### src/rtl/mm2s_reader.sv
// mm2s_reader: memory-mapped to stream DMA reader.
// Takes a (base address, word count) command, issues in-order AXI-Lite reads and
// forwards the returned words as a stream, tagging the final word with m_last.
// Outstanding reads plus buffered words never exceed FIFO_DEPTH, so a returned
// beat always finds room in the buffer.
//
// Handshake rule, used on every channel: a transfer happens on a rising edge
// where valid and ready are both high. Once valid is raised, the payload holds
// until that transfer.
//
// Optional feature: define MM2S_ERR_ABORT_EN to stop issuing reads after the
// first error response and end the stream on the last outstanding word.
module mm2s_reader #(
    parameter int ADDR_WIDTH = 32,
    parameter int DATA_WIDTH = 32,
    parameter int LEN_WIDTH  = 16,
    parameter int FIFO_DEPTH = 4
) (
    input  logic                  clk,
    input  logic                  rst,
    input  logic [ADDR_WIDTH-1:0] cmd_addr,
    input  logic [LEN_WIDTH-1:0]  cmd_len,
    input  logic                  cmd_valid,
    output logic                  cmd_ready,
    output logic [ADDR_WIDTH-1:0] raddr,
    output logic                  arvalid,
    input  logic                  arready,
    input  logic [DATA_WIDTH-1:0] rdata,
    input  logic [1:0]            rresp,
    input  logic                  rvalid,
    output logic                  rready,
    output logic [DATA_WIDTH-1:0] m_data,
    output logic                  m_valid,
    input  logic                  m_ready,
    output logic                  m_last,
    output logic                  busy,
    output logic                  done,
    output logic                  err,
    output logic [1:0]            dbg_state
);

    localparam int PW    = $clog2(FIFO_DEPTH);
    localparam int CW    = PW + 1;
    localparam int BYTES = DATA_WIDTH / 8;
    localparam logic [CW:0] DEPTH_CNT = (CW+1)'(FIFO_DEPTH);

    typedef enum logic [1:0] {
        S_IDLE  = 2'd0,
        S_RUN   = 2'd1,
        S_FLUSH = 2'd2
    } state_t;

    state_t                state;
    logic [ADDR_WIDTH-1:0] issue_addr;
    logic [LEN_WIDTH-1:0]  issue_left;
    logic [LEN_WIDTH-1:0]  issue_left_n;
    logic [LEN_WIDTH-1:0]  recv_left;
    logic [CW-1:0]         outstanding;
    logic [CW-1:0]         outstanding_n;
    logic [CW-1:0]         fifo_count;
    logic [CW-1:0]         fifo_count_n;
    logic [PW:0]           wr_ptr;
    logic [PW:0]           rd_ptr;
    logic [DATA_WIDTH:0]   fifo_mem [FIFO_DEPTH];
    logic [DATA_WIDTH:0]   fifo_head;

    logic ar_hs;
    logic r_hs;
    logic m_hs;
    logic cmd_hs;
    logic r_err;
    logic aborting;
    logic credit_ok;
    logic arvalid_n;
    logic tag_last;

    assign ar_hs  = arvalid & arready;
    assign r_hs   = rvalid & rready;
    assign m_hs   = m_valid & m_ready;
    assign cmd_hs = cmd_valid & cmd_ready;
    assign r_err  = r_hs & (rresp != 2'b00);

`ifdef MM2S_ERR_ABORT_EN
    // An error seen earlier or on this beat stops further address issue.
    assign aborting = err | r_err;
`else
    assign aborting = 1'b0;
`endif

    // Show-ahead buffer: head entry is presented directly, tag bit is m_last.
    assign fifo_count = wr_ptr - rd_ptr;
    assign fifo_head  = fifo_mem[rd_ptr[PW-1:0]];
    assign m_valid    = (fifo_count != '0);
    assign m_data     = fifo_head[DATA_WIDTH-1:0];
    assign m_last     = m_valid & fifo_head[DATA_WIDTH];
    assign raddr      = issue_addr;
    assign dbg_state  = state;

    // Next-cycle counters, AR credit decision and last-word tagging.
    always_comb begin
        outstanding_n = outstanding;
        if (ar_hs && !r_hs) begin
            outstanding_n = outstanding + CW'(1);
        end else if (!ar_hs && r_hs) begin
            outstanding_n = outstanding - CW'(1);
        end

        fifo_count_n = fifo_count;
        if (r_hs && !m_hs) begin
            fifo_count_n = fifo_count + CW'(1);
        end else if (!r_hs && m_hs) begin
            fifo_count_n = fifo_count - CW'(1);
        end

        issue_left_n = issue_left;
        if (aborting) begin
            issue_left_n = '0;
        end else if (ar_hs && (issue_left != '0)) begin
            issue_left_n = issue_left - LEN_WIDTH'(1);
        end

        // Sum of in-flight and buffered words bounds the buffer occupancy.
        credit_ok = ({1'b0, outstanding_n} + {1'b0, fifo_count_n}) < DEPTH_CNT;
        // A pending request is held; a new one needs work left and credit.
        arvalid_n = (arvalid && !arready) || ((issue_left_n != '0) && credit_ok);

        // Final word: either the last of the command, or (after an abort) the
        // beat that drains the last outstanding read with no request pending.
        tag_last = (recv_left == LEN_WIDTH'(1)) ||
                   (aborting && (outstanding_n == '0) && !(arvalid && !arready));
    end

    // Buffer storage, written on each accepted read beat.
    always_ff @(posedge clk) begin
        if (r_hs) begin
            fifo_mem[wr_ptr[PW-1:0]] <= {tag_last, rdata};
        end
    end

    // Control FSM, counters and buffer pointers.
    always_ff @(posedge clk) begin
        if (rst) begin
            state       <= S_IDLE;
            cmd_ready   <= 1'b0;
            arvalid     <= 1'b0;
            rready      <= 1'b0;
            busy        <= 1'b0;
            done        <= 1'b0;
            err         <= 1'b0;
            issue_addr  <= '0;
            issue_left  <= '0;
            recv_left   <= '0;
            outstanding <= '0;
            wr_ptr      <= '0;
            rd_ptr      <= '0;
        end else begin
            done <= 1'b0;
            if (r_hs) begin
                wr_ptr <= wr_ptr + (PW+1)'(1);
            end
            if (m_hs) begin
                rd_ptr <= rd_ptr + (PW+1)'(1);
            end

            case (state)
                S_IDLE: begin
                    cmd_ready <= 1'b1;
                    if (cmd_hs) begin
                        cmd_ready   <= 1'b0;
                        busy        <= 1'b1;
                        err         <= 1'b0;
                        issue_addr  <= cmd_addr;
                        issue_left  <= cmd_len;
                        recv_left   <= cmd_len;
                        outstanding <= '0;
                        if (cmd_len == '0) begin
                            state <= S_FLUSH;
                            done  <= 1'b1;
                        end else begin
                            state   <= S_RUN;
                            arvalid <= 1'b1;
                            rready  <= 1'b1;
                        end
                    end
                end

                S_RUN: begin
                    arvalid     <= arvalid_n;
                    issue_left  <= issue_left_n;
                    outstanding <= outstanding_n;
                    if (ar_hs) begin
                        issue_addr <= issue_addr + ADDR_WIDTH'(BYTES);
                    end
                    if (r_hs) begin
                        err <= err | r_err;
                        if (recv_left != '0) begin
                            recv_left <= recv_left - LEN_WIDTH'(1);
                        end
                    end
                    if (m_hs && m_last) begin
                        state   <= S_FLUSH;
                        done    <= 1'b1;
                        arvalid <= 1'b0;
                        rready  <= 1'b0;
                    end
                end

                S_FLUSH: begin
                    state     <= S_IDLE;
                    busy      <= 1'b0;
                    cmd_ready <= 1'b1;
                end

                default: begin
                    state <= S_IDLE;
                end
            endcase
        end
    end

endmodule

### config.mk
export PLATFORM = sky130hd
export DESIGN_NAME = mm2s_reader
export DESIGN_NICKNAME = d
export VERILOG_FILES = /design/src/rtl/mm2s_reader.sv
export SDC_FILE = /design/constraint.sdc
export NUM_CORES = 1
export LEC_CHECK = 0
export ABC_AREA = 1
export CORE_ASPECT_RATIO = 0.5
export CORE_MARGIN = 3
export CORE_UTILIZATION = 58
export CTS_CLUSTER_DIAMETER = 30
export DETAILED_ROUTE_END_ITERATION = 16
export PLACE_DENSITY = 0.85
export SLEW_MARGIN = 0
export SYNTH_ARGS = -nofsm -noshare
export SYNTH_HDL_FRONTEND = slang
export SYNTH_SLANG_ARGS = --single-unit
### constraint.sdc
create_clock -name clk -period 8.9 [get_ports clk]
set_clock_uncertainty 0.15 [all_clocks]
set_input_delay 1.78 -clock clk [delete_from_list [all_inputs] [get_ports clk]]
set_output_delay 1.78 -clock clk [all_outputs]
set_load 0.1 [all_outputs]
* Word-level counts from Yosys, hierarchy flattened
Memories as Yosys holds them, arrays and structs flattened. A register that Yosys moved wholly into a read port is not among the register bits. Index checks and enable logic that the tools add are counted.
Storage, ports and cells: flip-flop bits (word level) 81, memory bits (writable) 132, output and inout bits 74, logic and storage cells 112, memories 1
Cells by class: add/subtract/negate cells 11, $lt $le $gt $ge 1, equal/unequal tests 9, multiplexer cells 40, bitwise logic cells 7, reduce and logical (&&, ||, !) cells 30
Memories:
- fifo_mem | depth 4, bits a word 33, rd ports 1, clocked after memory_dff 1, wr ports 1, RTL line 64 | logic [DATA_WIDTH:0] fifo_mem [FIFO_DEPTH];
Operator list (number):
- 2-to-1 mux 16 bit | 4
- 2-to-1 mux 32 bit | 2
- case mux 16 bit (2 select lines) | 2
- case mux 32 bit (2 select lines) | 1
- nonzero test 16 bit | 3
- adder 32 x 3 -> 32 bit, second input constant | 1
- subtractor 16 x 1 -> 16 bit, second input constant | 2
- equality test 16 x 1 -> 1 bit, second input constant | 1
- logical NOT 16 bit | 1
- 2-to-1 mux 3 bit | 5
- 2-to-1 mux 1 bit | 13
- adder 3 x 1 -> 3 bit, second input constant | 4
- != test 2 bit, second input constant | 6
- case mux 1 bit (2 select lines) | 6
- 2-to-1 mux 2 bit | 5
- AND reduction 3 bit | 3
- logical AND 1 bit | 8
- AND reduction 4 bit | 2
- AND 1 bit | 6
- case mux 3 bit (2 select lines) | 1
- AND reduction 2 bit | 3
- nonzero test 2 bit | 3
- subtractor 3 x 1 -> 3 bit, second input constant | 2
- adder 3 x 3 -> 4 bit | 1
- other kinds (10) | 13

* Longest topological paths before layout
Gate-level depths: netlist of run 1.
depth after elaboration 12, gate-level depth with buffers 23

* Worst setup path after synthesis of run 1
Ideal clock, no wire load.
kind reg-to-output, start register wr_ptr[0], end output m_last, data arrival time 2.698 ns, required time 6.970 ns, slack 4.272 ns, stages on the path, launching flop included 8, path buffers 0, cell sequence dfxtp_1 -> inv_1 -> ha_1 -> fa_1 -> ha_1 -> nand2_1 -> nand2_1 -> inv_1
On the way: longest elaborated chain between the ends 3
RTL lines:
- start, declared | RTL line 62 | logic [PW:0] wr_ptr;
- start signal, assigned | RTL line 159 | wr_ptr <= wr_ptr + (PW+1)'(1);
- subtractor 3 bit | RTL line 91 | assign fifo_count = wr_ptr - rd_ptr;
- nonzero test 3 bit | RTL line 93 | assign m_valid = (fifo_count != '0);
- via m_valid | RTL line 33 | output logic m_valid,
- AND 1 bit | RTL line 95 | assign m_last = m_valid & fifo_head[DATA_WIDTH];
- end, declared | RTL line 35 | output logic m_last,
The timed path passes the listed nets, and every way through them passes these cells.

==> metrics.yaml, run 1 <==
synth-xor-area-share: 0.0205
drt_iter0_drc: 634
combPwrFrac: 0.440
nNetsFinal: 1410
core_area_um2: 16800
worstPathRequired_ps: 6970
intPower_uw: 2270
post-cts-setup-buffer-count: 0
drive_gt1_frac: 0.0626
num_io_pins: 162
cp_cell_sequence: "inv_2, o21ai_0, o22ai_1, nand2_1, inv_1, clkdlybuf4s50_1"
p_switching_uw: 1940
setup_viol: 0
clkPwrFrac: 0.273
yosys.area_share.simple: 0.184
drc_errors: 0
cts_buffers: 28
rows: 33
cts_resized: 0
clock_latency_ps: 540
synth.mux.area_fraction: 0.00220
clockRootBuffer: "clkbuf_16"
antenna_found_initial: 0
cp-start-kind: "register"
drt_wl_total_um: 25900
cp_top_family: "buffers and inverters"
synth_top_cell_by_area: "edfxtp_1"
yosysMostFrequentCell: "nand2_1"
period_minus_slack_ps: 5880
grt_pass1_vias: 8518
dr.pass1.iters: 7
yosys.area.top_type_share: 0.387
synthAdderAreaFrac: 0.0239
vias: 8832
syn_inst: 1161
ys_warn_count: 0
slew-limit-headroom: 0.197
cts_tree: "done"
status: "completed"
finalHoldViolCount: 0
grt_overflow: 0
hp-class: "register to register"
peakVddDrop_uv: 366
synth.ff_latch_count: 215
worstPathMaxFanout: 67
pwr_density_cell_nw_per_um2: 325
vias_per_cell: 5.69
die_w_um: 194
grt_pass1_wl_um: 41500
seq_area_frac_synth: 0.549
start_util: 0.608
grt_use_total: 0.257
syn2layout_area_growth_pct: 26.6
fin_setup_tns_ps: 0
port_buffers: 161
clock-sinks: 215
synthArstFlopShare: 0
arrival_ps: 3950
hold_path.startpoint: "err$_SDFFE_PP0P_"
worst_slew_pin_slew_ps: 1190
clkTransAtPathRegs_ps: 60
crit_buf_inv: 3
ant_nets: 0
diodes: 0
final_util: 0.770
slew_violations: 0
ys.flop_type: "edfxtp_1"
hpwlAfterDp_um: 16400
fp.dieArea_um2: 19400
synth_area_leaders: "edfxtp_1 (39%), dfxtp_1 (16%), nand2_1 (7.9%), o21ai_0 (7.5%), nor2_1 (5.8%)"
p_seq_frac: 0.288
syn_area_um2: 10200
die_y_um: 100
syn_area_per_cell_um2: 8.83
fin_crit_sh: 0.661
crit_slowest_cell: "dfxtp_2"
synth.distinct_cells: 48
synth_top_family_by_area: "simple AND/OR/NAND/NOR gates"
clock.fmax_ghz: 0.170
cellLeakagePower_uw: 0.00481
r2r_start: "dbg_state[0]$_SDFFE_PP0P_"
synth-compound-area-share: 0.166
gp_congestion: 0.894
ctsLongestPathBuffers: 3
synth_edf_count: 132
worstSetupPathType: "register to primary output"
cts_max_level: 1
drv_cap: 0
syn_nets: 1268
synth_commonest_cells: "nand2_1 (215), nor2_1 (158), o21ai_0 (154)"
endpoint_kind: "primary output"
switching_share: 0.461
rsz0062_at_grt: "false"
critPathMaxStageDelay_ps: 1080
grt_max_degree: 68
cts-hold-fix-buffers: 0
wire_per_inst_um: 16.7
holdWs_ps: 316
logic make-up (layout without fill, tap and decap cells):
kind of cell,count (synthesis),count (layout)
buffers and inverters,139,303
AOI/OAI and AO/OA,311,311
and+or+nand+nor,451,451
xor gates and xnor gates,24,24
muxes,2,2
DFF,215,215
adders and majority gates,19,19
worst paths after layout:
check / slack [ps] / endpoint / cells past startpoint
hold reg to reg: 320 / err$_SDFFE_PP0P_ / 2
hold / removal: 320 / err$_SDFFE_PP0P_ / 2
setup reg to reg: 5300 / recv_left[12]$_SDFFE_PP0P_ / 9
setup / recovery: 3020 / m_last / 6
area by class of cell:
type | instances | area (um^2)
inverters | 85 | 324
flip-flops and latches | 215 | 5630
repair buffers | 166 | 1650
well taps | 227 | 284
clock buffers | 33 | 749
multi-input cells | 807 | 4110
clock inverters | 19 | 226
fillers | 1124 | 3880
metal layers:
| metal | vias to the layer above | part of all wire | track usage | routed length [um] |
|---|---|---|---|---|
| met2 | 330 | 0.49 | 0.452 | 12600 |
| met4 | 0 | 0.014 | 0.0584 | 350 |
| li1 | 4317 | - | - | - |
| met1 | 4154 | 0.42 | 0.335 | 11000 |
| met5 | - | 0 | 0 | 0 |
| met3 | 31 | 0.075 | 0.0530 | 1930 |
stage by stage:
step	instance area, um^2	setup slack, ps	power (uW)	cells
floorplan	10200	4270	2630	1161
global placement	12000	3670	3030	1500
detailed placement	12000	3580	3070	1500
CTS	13000	3010	4220	1552
global route	13000	2620	4400	1552
finish	13000	3020	4220	1552
power by group through the flow:
stage | clock network, uW | registers [uW] | logic (uW)
floorplan | 0 | 1330 | 1310
global placement | 0 | 1230 | 1810
detailed placement | 0 | 1230 | 1840
CTS | 1160 | 1210 | 1850
global route | 1210 | 1220 | 1970
finish | 1150 | 1210 | 1850
worst register-to-register path, delay by kind of cell (launching register included):
| kind | cells | cell delay (ps) |
|---|---|---|
| AOI/OAI and AO/OA | 4 | 1300 |
| buffers and inverters | 4 | 1550 |
| DFF | 1 | 430 |
| and+or+nand+nor | 1 | 70 |
layout by cell type (no fill, tap or decap), drive strengths merged:
master and count:
a211oi 9, a21o 1, a21oi 72, a221oi 8, a311oi 1, a31oi 26, and2 1, and3 1
buf 5, bufinv 3, clkbuf 33, clkdlybuf4s50 161, clkinv 9, clkinvlp 3, dfxtp 83, edfxtp 132
fa 1, ha 18, inv 89, mux2 2, nand2 219, nand3 33, nand3b 2, nand4 8
nor2 164, nor3 10, nor3b 1, nor4 9, o211ai 1, o21ai 158, o22ai 34, o311a 1
or2 2, or3 1, xnor2 8, xor2 16
flip-flops by register name (all words and copies together) (netlist names), 2 cells and up, named ones only:
register     count
dbg_state        2
fifo_mem       132
issue_left      16
outstanding      3
raddr           32
rd_ptr           3
recv_left       16
wr_ptr           3
No activity file was read; power rests on OpenSTA's default activity.
==> run 2, diff against run 1 <==
- CORE_UTILIZATION: 58 -> 54
- PLACE_DENSITY: 0.85 -> 0.8
- clock period: 8.9 -> 6 ns (I/O delays scaled with it)
==> run 2 against run 1 <==
Against the previous run:
- count of clock-buffer cells in the layout fell by 2
- final area fell by 0.25%
- clock power rose by 42%
- critical path type unchanged
- largest cell class unchanged
==> metrics.yaml, run 2 (synthesis gave the netlist of run 1 again) <==
wire_per_inst_um: 16.4
placedInstanceArea_um2: 12000
design_area_um2: 12900
drc_errors: 0
drt_wl_total_um: 25800
peakVddDrop_uv: 342
slew_violations: 0
start_util: 0.569
grtUsageMet3: 0.0550
cts-hold-fix-buffers: 0
clock-sinks: 215
antenna_found_initial: 0
cellLeakagePower_uw: 0.00479
final_cells: 1573
period_minus_slack_ps: 5100
gp_congestion: 0.901
clkTransAtPathRegs_ps: 60
nNetsFinal: 1409
final_util: 0.719
dr.pass1.iters: 6
setup_slack_ps: 903
port_buffers: 161
place_ws_ps: 1520
drive_gt1_frac: 0.0613
drv_cap: 0
finalHoldViolCount: 0
pwr_density_cell_nw_per_um2: 478
die_y_um: 103
fp.dieArea_um2: 20800
slew-limit-headroom: 0.241
die_w_um: 201
ctsLongestPathBuffers: 3
cts_max_level: 1
reg2reg_slack_ps: 2510
post-place-cells: 1527
grt_pass1_wl_um: 40900
final_cell_mix: "nand2_1 (215), clkdlybuf4s50_1 (161), nor2_1 (154), o21ai_0 (154), edfxtp_1 (132)"
clock_latency_ps: 530
fin_setup_tns_ps: 0
worstPathMaxFanout: 34
gr-usage-met2: 0.428
setup_viol: 0
endpoint_kind: "primary output"
status: "completed"
syn2layout_area_growth_pct: 26.2
hp-class: "register to register"
rows: 34
clock.fmax_ghz: 0.196
vias: 8833
vias_per_cell: 5.62
clockRootBuffer: "clkbuf_16"
drt_iter0_drc: 648
grt_overflow: 0
hpwlAfterDp_um: 16500
post-cts-setup-buffer-count: 0
grt_use_total: 0.241
diodes: 0
largest_reg_flops: 132
rsz0062_at_grt: "false"
fin_crit_sh: 0.849
ant_nets: 0
num_io_pins: 162
gr-usage-met1: 0.306
layout_commonest_cell: "nand2_1"
cp-start-kind: "register"
arrival_ps: 3750
grt_busiest_layer: "met2"
grt_max_degree: 67
core_area_um2: 18000
grt_pass1_vias: 8330
cts_resized: 0
cts_tree: "done"
worstSetupPathType: "register to primary output"
worstPathRequired_ps: 4650
worst_slew_pin_slew_ps: 1140
cts_buffers: 25
==> run 2: worst max-delay path, stage by stage, from the launching register on <==
cell	delay, ps
dfxtp_1	310
buf_4	240
inv_1	780
o21ai_0	280
o22ai_1	300
nand2_1	100
inv_1	60
clkdlybuf4s50_1	1130
==> run 2: report_power, final <==
group          internal (uW)  switching (uW)
Clock                    995             637
Sequential              1660            94.1
Combinational            677            2120
Total                   3330            2850
==> run 2: final timing paths <==
path,start,endpoint,depth (start not counted)
worst min-delay path,err$_SDFFE_PP0P_,err$_SDFFE_PP0P_,2
worst min register to register,err$_SDFFE_PP0P_,err$_SDFFE_PP0P_,2
worst max-delay path,register,m_last,7
worst max register to register,wr_ptr[0]$_SDFFE_PP0P_,arvalid$_SDFFE_PP0P_,18
==> run 2: per-layer routing <==
layer / routed length, um / share of wire / up-vias
met5: 0 / 0 / -
met4: 452 / 0.018 / 0
met3: 1720 / 0.067 / 45
met2: 12300 / 0.48 / 278
met1: 11300 / 0.44 / 4189
li1: - / - / 4321
==> run 2: stage by stage <==
stage	hold WS (ps)	total power (uW)
after floorplan	293	3910
after global placement	286	4520
after detailed placement	299	4560
after CTS	308	6190
after global routing	337	6450
final	303	6180
==> run 2: cell type report <==
cell class / count / area (um^2)
sequential: 215 / 5630
fill: 1379 / 5060
multi-input combinational: 807 / 4110
timing repair buffer: 168 / 1660
clock buffer: 31 / 678
inverter: 85 / 324
tap: 252 / 315
clock inverter: 15 / 219
